--- src/rtl/csa_iter_mul.sv ---
// csa_iter_mul: iterative RV32M/RV64M multiplier using carry-save accumulation.
// Folds RADIX_BITS partial products per cycle into a redundant S/C pair
// through chained 3:2 rows, then resolves with one carry-propagate add.
// Ports:
//   clk, rst_n          clock, async active-low reset
//   flush               synchronous kill of any operation in flight
//   in_valid/in_ready   operand handshake (in_ready high only when idle)
//   op                  00 MUL, 01 MULH, 10 MULHSU, 11 MULHU
//   rs1, rs2, in_tag    multiplicand, multiplier, writeback tag
//   out_valid/out_ready result handshake
//   result, out_tag     selected product half and its tag (registered)
module csa_iter_mul #(
   parameter int XLEN       = 32,
   parameter int RADIX_BITS = 2,
   parameter int TAG_W      = 5
) (
   input  logic             clk,
   input  logic             rst_n,
   input  logic             flush,
   input  logic             in_valid,
   output logic             in_ready,
   input  logic [1:0]       op,
   input  logic [XLEN-1:0]  rs1,
   input  logic [XLEN-1:0]  rs2,
   input  logic [TAG_W-1:0] in_tag,
   output logic             out_valid,
   input  logic             out_ready,
   output logic [XLEN-1:0]  result,
   output logic [TAG_W-1:0] out_tag
);

   localparam int W2    = 2 * XLEN;
   localparam int N     = XLEN / RADIX_BITS;
   localparam int CW    = $clog2(N) + 1;
   localparam int SHW   = $clog2(W2);
   localparam int LOG_R = $clog2(RADIX_BITS);

   typedef enum logic [1:0] {
      S_IDLE,
      S_ACC,
      S_RESOLVE,
      S_DONE
   } state_t;

   state_t state_q, state_d;

   logic [W2-1:0]    mcand_q, mcand_d;
   logic [W2-1:0]    s_q, s_d;
   logic [W2-1:0]    c_q, c_d;
   logic [XLEN-1:0]  mplier_q, mplier_d;
   logic             neg_q, neg_d;
   logic [1:0]       op_q, op_d;
   logic [TAG_W-1:0] tag_q, tag_d;
   logic [CW-1:0]    cnt_q, cnt_d;
   logic [XLEN-1:0]  result_q, result_d;
   logic [TAG_W-1:0] out_tag_q, out_tag_d;
   logic             out_valid_q, out_valid_d;

   logic [W2-1:0]    acc_s, acc_c;
   logic [W2-1:0]    pp, t_s, t_c;
   logic [SHW-1:0]   sh;
   logic [W2-1:0]    corr, r_s, r_c, prod;
   logic             accept;

   assign in_ready  = (state_q == S_IDLE);
   assign accept    = in_ready && in_valid && !flush;
   assign out_valid = out_valid_q;
   assign result    = result_q;
   assign out_tag   = out_tag_q;

   // Next state
   always_comb begin
      state_d = state_q;
      if (flush) begin
         state_d = S_IDLE;
      end else begin
         unique case (state_q)
            S_IDLE:    if (in_valid) state_d = S_ACC;
            S_ACC:     if (cnt_q == CW'(N - 1)) state_d = S_RESOLVE;
            S_RESOLVE: state_d = S_DONE;
            S_DONE:    if (out_ready) state_d = S_IDLE;
            default:   state_d = S_IDLE;
         endcase
      end
   end

   // One ACC step: RADIX_BITS chained 3:2 rows, no carry propagation.
   always_comb begin
      acc_s = s_q;
      acc_c = c_q;
      pp    = '0;
      t_s   = '0;
      t_c   = '0;
      sh    = '0;
      for (int j = 0; j < RADIX_BITS; j++) begin
         sh    = (SHW'(cnt_q) << LOG_R) + SHW'(j);
         pp    = (mcand_q & {W2{mplier_q[j]}}) << sh;
         t_s   = acc_s ^ acc_c ^ pp;
         t_c   = ((acc_s & acc_c) | (acc_s & pp) | (acc_c & pp)) << 1;
         acc_s = t_s;
         acc_c = t_c;
      end
   end

   // The multiplier was summed as unsigned; a negative signed multiplier
   // is fixed up by subtracting mcand weighted by 2^XLEN.
   always_comb begin
      corr = '0;
      if (neg_q) corr = ~(mcand_q << XLEN) + W2'(1);
      r_s  = s_q ^ c_q ^ corr;
      r_c  = ((s_q & c_q) | (s_q & corr) | (c_q & corr)) << 1;
      prod = r_s + r_c;
   end

   // Datapath next state
   always_comb begin
      mcand_d     = mcand_q;
      s_d         = s_q;
      c_d         = c_q;
      mplier_d    = mplier_q;
      neg_d       = neg_q;
      op_d        = op_q;
      tag_d       = tag_q;
      cnt_d       = cnt_q;
      result_d    = result_q;
      out_tag_d   = out_tag_q;
      out_valid_d = out_valid_q;
      if (accept) begin
         if (op == 2'b01 || op == 2'b10)
            mcand_d = {{XLEN{rs1[XLEN-1]}}, rs1};
         else
            mcand_d = {{XLEN{1'b0}}, rs1};
         mplier_d = rs2;
         neg_d    = (op == 2'b01) && rs2[XLEN-1];
         op_d     = op;
         tag_d    = in_tag;
         s_d      = '0;
         c_d      = '0;
         cnt_d    = '0;
      end else if (!flush) begin
         unique case (state_q)
            S_ACC: begin
               s_d      = acc_s;
               c_d      = acc_c;
               mplier_d = mplier_q >> RADIX_BITS;
               cnt_d    = cnt_q + CW'(1);
            end
            S_RESOLVE: begin
               if (op_q == 2'b00)
                  result_d = prod[XLEN-1:0];
               else
                  result_d = prod[W2-1:XLEN];
               out_tag_d   = tag_q;
               out_valid_d = 1'b1;
            end
            S_DONE: if (out_ready) out_valid_d = 1'b0;
            default: ;
         endcase
      end
      if (flush) out_valid_d = 1'b0;
   end

   always_ff @(posedge clk or negedge rst_n) begin
      if (!rst_n) begin
         state_q     <= S_IDLE;
         mcand_q     <= '0;
         s_q         <= '0;
         c_q         <= '0;
         mplier_q    <= '0;
         neg_q       <= 1'b0;
         op_q        <= '0;
         tag_q       <= '0;
         cnt_q       <= '0;
         result_q    <= '0;
         out_tag_q   <= '0;
         out_valid_q <= 1'b0;
      end else begin
         state_q     <= state_d;
         mcand_q     <= mcand_d;
         s_q         <= s_d;
         c_q         <= c_d;
         mplier_q    <= mplier_d;
         neg_q       <= neg_d;
         op_q        <= op_d;
         tag_q       <= tag_d;
         cnt_q       <= cnt_d;
         result_q    <= result_d;
         out_tag_q   <= out_tag_d;
         out_valid_q <= out_valid_d;
      end
   end

endmodule

--- config.mk ---
export PLATFORM = sky130hd
export DESIGN_NAME = csa_iter_mul
export DESIGN_NICKNAME = d
export VERILOG_FILES = /design/src/rtl/csa_iter_mul.sv
export SDC_FILE = /design/constraint.sdc
export NUM_CORES = 1
export LEC_CHECK = 0
export CORE_MARGIN = 3
export CORE_UTILIZATION = 55
export CTS_CLUSTER_SIZE = 16
export DETAILED_ROUTE_END_ITERATION = 8
export PLACE_DENSITY = 0.74
export SLEW_MARGIN = 20
export SYNTH_ARGS = -nofsm -noshare
export SYNTH_HDL_FRONTEND = slang
export SYNTH_SLANG_ARGS = --single-unit
--- constraint.sdc ---
create_clock -name clk -period 15.12 [get_ports clk]
set_input_delay 3.78 -clock clk [delete_from_list [all_inputs] [get_ports clk]]
set_output_delay 3.78 -clock clk [all_outputs]
set_load 0.03 [all_outputs]
==> impl_metrics.py <==
metrics = {
    "outcome": {
        "status": "finished, final reports clean",
    },
    "sta": {
        "max_freq_mhz": 157,
        "tightestPinTransition_ps": 1090,
        "layout_min_cycle_time_ps": 6350,
        "hold_viol": 0,
        "period_share_pct": 42.0,
        "finalMaxSlewViolations": 0,
        "max-slew-margin-rel_pct": 27.6,
        "tns_ps": 0,
        "setup_viol": 0,
        "grt_setup_unrepaired": "no",
        "finClkSkew_ps": 29.7,
    },
    "yosys": {
        "synth_area_sq_um": 21000,
        "synth_mux_area_share_pct": 4.96,
        "syn_nets": 2705,
        "yosys.area_share.xor_xnor_pct": 3.26,
        "postSynthCellCount": 2374,
        "synthArstFlopShare_pct": 100,
        "yosys_most_used_dff": "dfrtp_1",
        "yosys_warnings": 0,
        "synthAdderAreaFrac_pct": 20.8,
        "synth_top_family_by_area": "adder cells",
        "seq_area_frac_synth_pct": 29.1,
        "synth_compound_area_share_pct": 20.5,
        "syn_area_per_cell_sq_um": 8.83,
        "synth_edf_count": 0,
        "ys_ff_latch": 244,
        "synth.distinct_cells": 76,
        "synth_simple_gate_area_share_pct": 13.9,
    },
    "cells_and_area": {
        "fin_area_sq_um": 23400,
        "final_common_cell": "nand2_1",
        "layout-drive-gt1-share_pct": 6.12,
        "fin_nets": 2727,
        "area_growth_syn_to_layout_pct": 11.5,
        "layout_common_cells": "nand2_1 (291), inv_1 (262), dfrtp_1 (241), o21ai_0 (162)",
        "diodes": 0,
        "post-route-util_pct": 63.1,
        "fillerInstances": 3210,
    },
    "global_route": {
        "antenna_found_initial": 1,
        "grt_max_degree": 120,
        "grt_pass1_wl_mm": 102,
        "grt_pass1_vias": 17900,
        "track_usage_pct": 32.0,
        "gr-total-overflow": 0,
    },
    "clocking": {
        "insertion_delay_ps": 600,
        "root_buffer": "clkbuf_16",
        "cts_tree": "built",
        "cts_hold_buf": 0,
        "post_cts_buffers": 0,
        "htreeDepth": 1,
        "clkSlewWorstSetupHoldPaths_ps": 60,
        "clock-sinks": 244,
        "ctsResizeCount": 0,
        "numCtsBuffers": 30,
        "cts_buffer_depth": 3,
    },
    "die": {
        "coreArea_sq_um": 37000,
        "die-area_sq_um": 40500,
        "start_util_pct": 56.6,
        "die_h_microns": 201,
        "io_pins": 115,
        "rows": 70,
        "dieWidth_microns": 201,
    },
    "route": {
        "routed_wl_mm": 65.7,
        "first_pass_iters": 7,
        "remaining_drc_errors": 0,
        "wl_per_cell_microns": 22.5,
        "drt_iter0_markers": 1733,
        "num_vias": 18100,
        "avgViaCountPerCell": 6.19,
        "ant_nets": 0,
    },
    "place": {
        "portBuffers": 114,
        "post_dp_cell_area_sq_um": 22400,
        "dp.final_hpwl_mm": 50.5,
        "gp_congestion": 1.01,
    },
    "min_path": {
        "hp-class": "register to register",
    },
    "critical_path": {
        "crit_type": "input port to register",
        "worst-path-buf-inv": 3,
        "cp-start-kind": "input port",
        "cpPeakStageDelay_ps": 780,
        "worst_setup_path_end_kind": "register",
        "crit_slowest_cell": "buf_6",
        "cp_max_fo": 119,
        "critPathTopFamily": "buffers and inverters",
        "arrival_ps": 6750,
        "crit_chain": "clkdlybuf4s50_1 > buf_4 > nand2b_1 > o21ai_4 > buf_6 > o21ai_0",
        "required_ps": 15520,
    },
    "power_and_ir_drop": {
        "power_density_nw_per_um2": 219,
        "ir_drop_mv": 0.130,
        "p_total_mw": 5.13,
        "p_leak_nw": 10.1,
    },
    "flow_run": {
        "max_cap_violations": 0,
    },
}
cells by family (layout without fill, tap and decap cells):
family | Yosys count | after routing
compound gates | 673 | 673
xor+xnor | 78 | 78
fa+ha+maj | 255 | 255
buf+inv | 411 | 455
flops | 244 | 244
mux | 88 | 88
simple gates | 625 | 625
state kept, by name, indices dropped and copies added, names as in the netlist:
register   cells
out_valid      1
mcand_q       33
tag_q          5
c_q           62
result        32
neg_q          1
op_q           2
mplier_q      32
s_q           64
out_tag        5
cnt_q          5
state_q        2
path summary, 6_finish.rpt:
kind / startpoint / slack (ps) / depth (start not counted) / end
min in group asynchronous: rst_n / 3300 / 1 / result[6]
hold reg to reg: tag_q[4] / 460 / 2 / out_tag[4]
setup / recovery: flush / 8770 / 6 / c_q[22]
hold / removal: tag_q[4] / 460 / 2 / out_tag[4]
max in group asynchronous: rst_n / 10370 / 2 / s_q[46]
setup reg to reg: mcand_q[0] / 9260 / 22 / result[31]
final cells by class:
type                            count  area, sq um  area share (%)
Clock buffer                       46          861            3.68
Clock inverter                      8          134           0.573
Inverter                          262          983            4.21
Multi-Input combinational cell   1719        13300            57.0
Sequential cell                   244         6110            26.1
Tap cell                          504          631            2.70
Timing Repair Buffer              139         1340            5.72
synth_stat cells, types with 4 or more instances:
cell	number	share of area [%]
or4_1	7	0.25
a21boi_0	8	0.29
nand4_1	21	0.63
nand2b_1	12	0.36
and3_1	18	0.54
mux2_2	47	2.5
or2_2	4	0.12
o21ai_0	162	3.9
nand2_1	292	5.2
nor2_1	123	2.2
mux2i_1	33	1.6
buf_1	16	0.29
buf_2	8	0.19
a22o_1	17	0.71
and4_1	4	0.17
o221ai_1	4	0.17
nor4_1	4	0.12
nand3b_1	4	0.14
o31ai_1	8	0.29
o211ai_1	4	0.14
dfrtp_1	244	29
a21oi_1	156	3.7
o22a_1	76	3.2
inv_1	262	4.7
xor2_1	28	1.2
fa_1	155	15
a32oi_1	5	0.21
nor2b_1	27	0.81
o22ai_1	78	2.3
nor3_1	27	0.64
xnor2_1	50	2.1
a21o_1	25	0.90
clkbuf_1	122	2.2
o21a_1	11	0.39
ha_1	100	6.0
a211oi_1	26	0.93
o21bai_1	11	0.39
nand3_1	25	0.60
mux4_2	8	0.86
and2_1	26	0.78
a31oi_1	22	0.66
a22oi_1	35	1.3
or3_1	14	0.42
routing by layer:
| layer | wire, microns | vias up | GRT usage, % |
|---|---|---|---|
| li1 | - | 8231 | - |
| met1 | 27400 | 8821 | 44.9 |
| met2 | 28600 | 843 | 48.3 |
| met3 | 6190 | 180 | 7.25 |
| met4 | 3420 | 2 | 13.6 |
| met5 | 12 | - | 0 |
worst register-to-register path, stage by stage (launching register included):
cell and delay (ps):
dfrtp_1 480, inv_1 120, ha_1 190, nand2_1 80, or2_1 310, nor4_4 350
nand2_1 150, or2_4 270, or4_1 610, o21ai_0 200, nand3_1 160, fa_1 600
inv_1 50, ha_1 430, a21oi_1 300, o21bai_1 110, a21oi_1 180, o21ai_0 130
a221o_1 370, a21oi_1 160, o31ai_1 110, or3_1 350, nand3_1 70
report_power, final:
| part | internal [mW] | switching, mW |
|---|---|---|
| sequential | 0.901 | 0.246 |
| clock | 0.441 | 0.298 |
| combinational | 1.20 | 2.05 |
metrics by stage:
stage               instances  setup slack, ps  hold slack, ps
detailed placement       2868             7940             454
finish                   2922             8770             458
global placement         2868             8030             446
floorplan                2374             9980             435
global route             2922             8610             503
CTS                      2922             8490             466
Note: power is estimated with default switching activity, not from simulation.
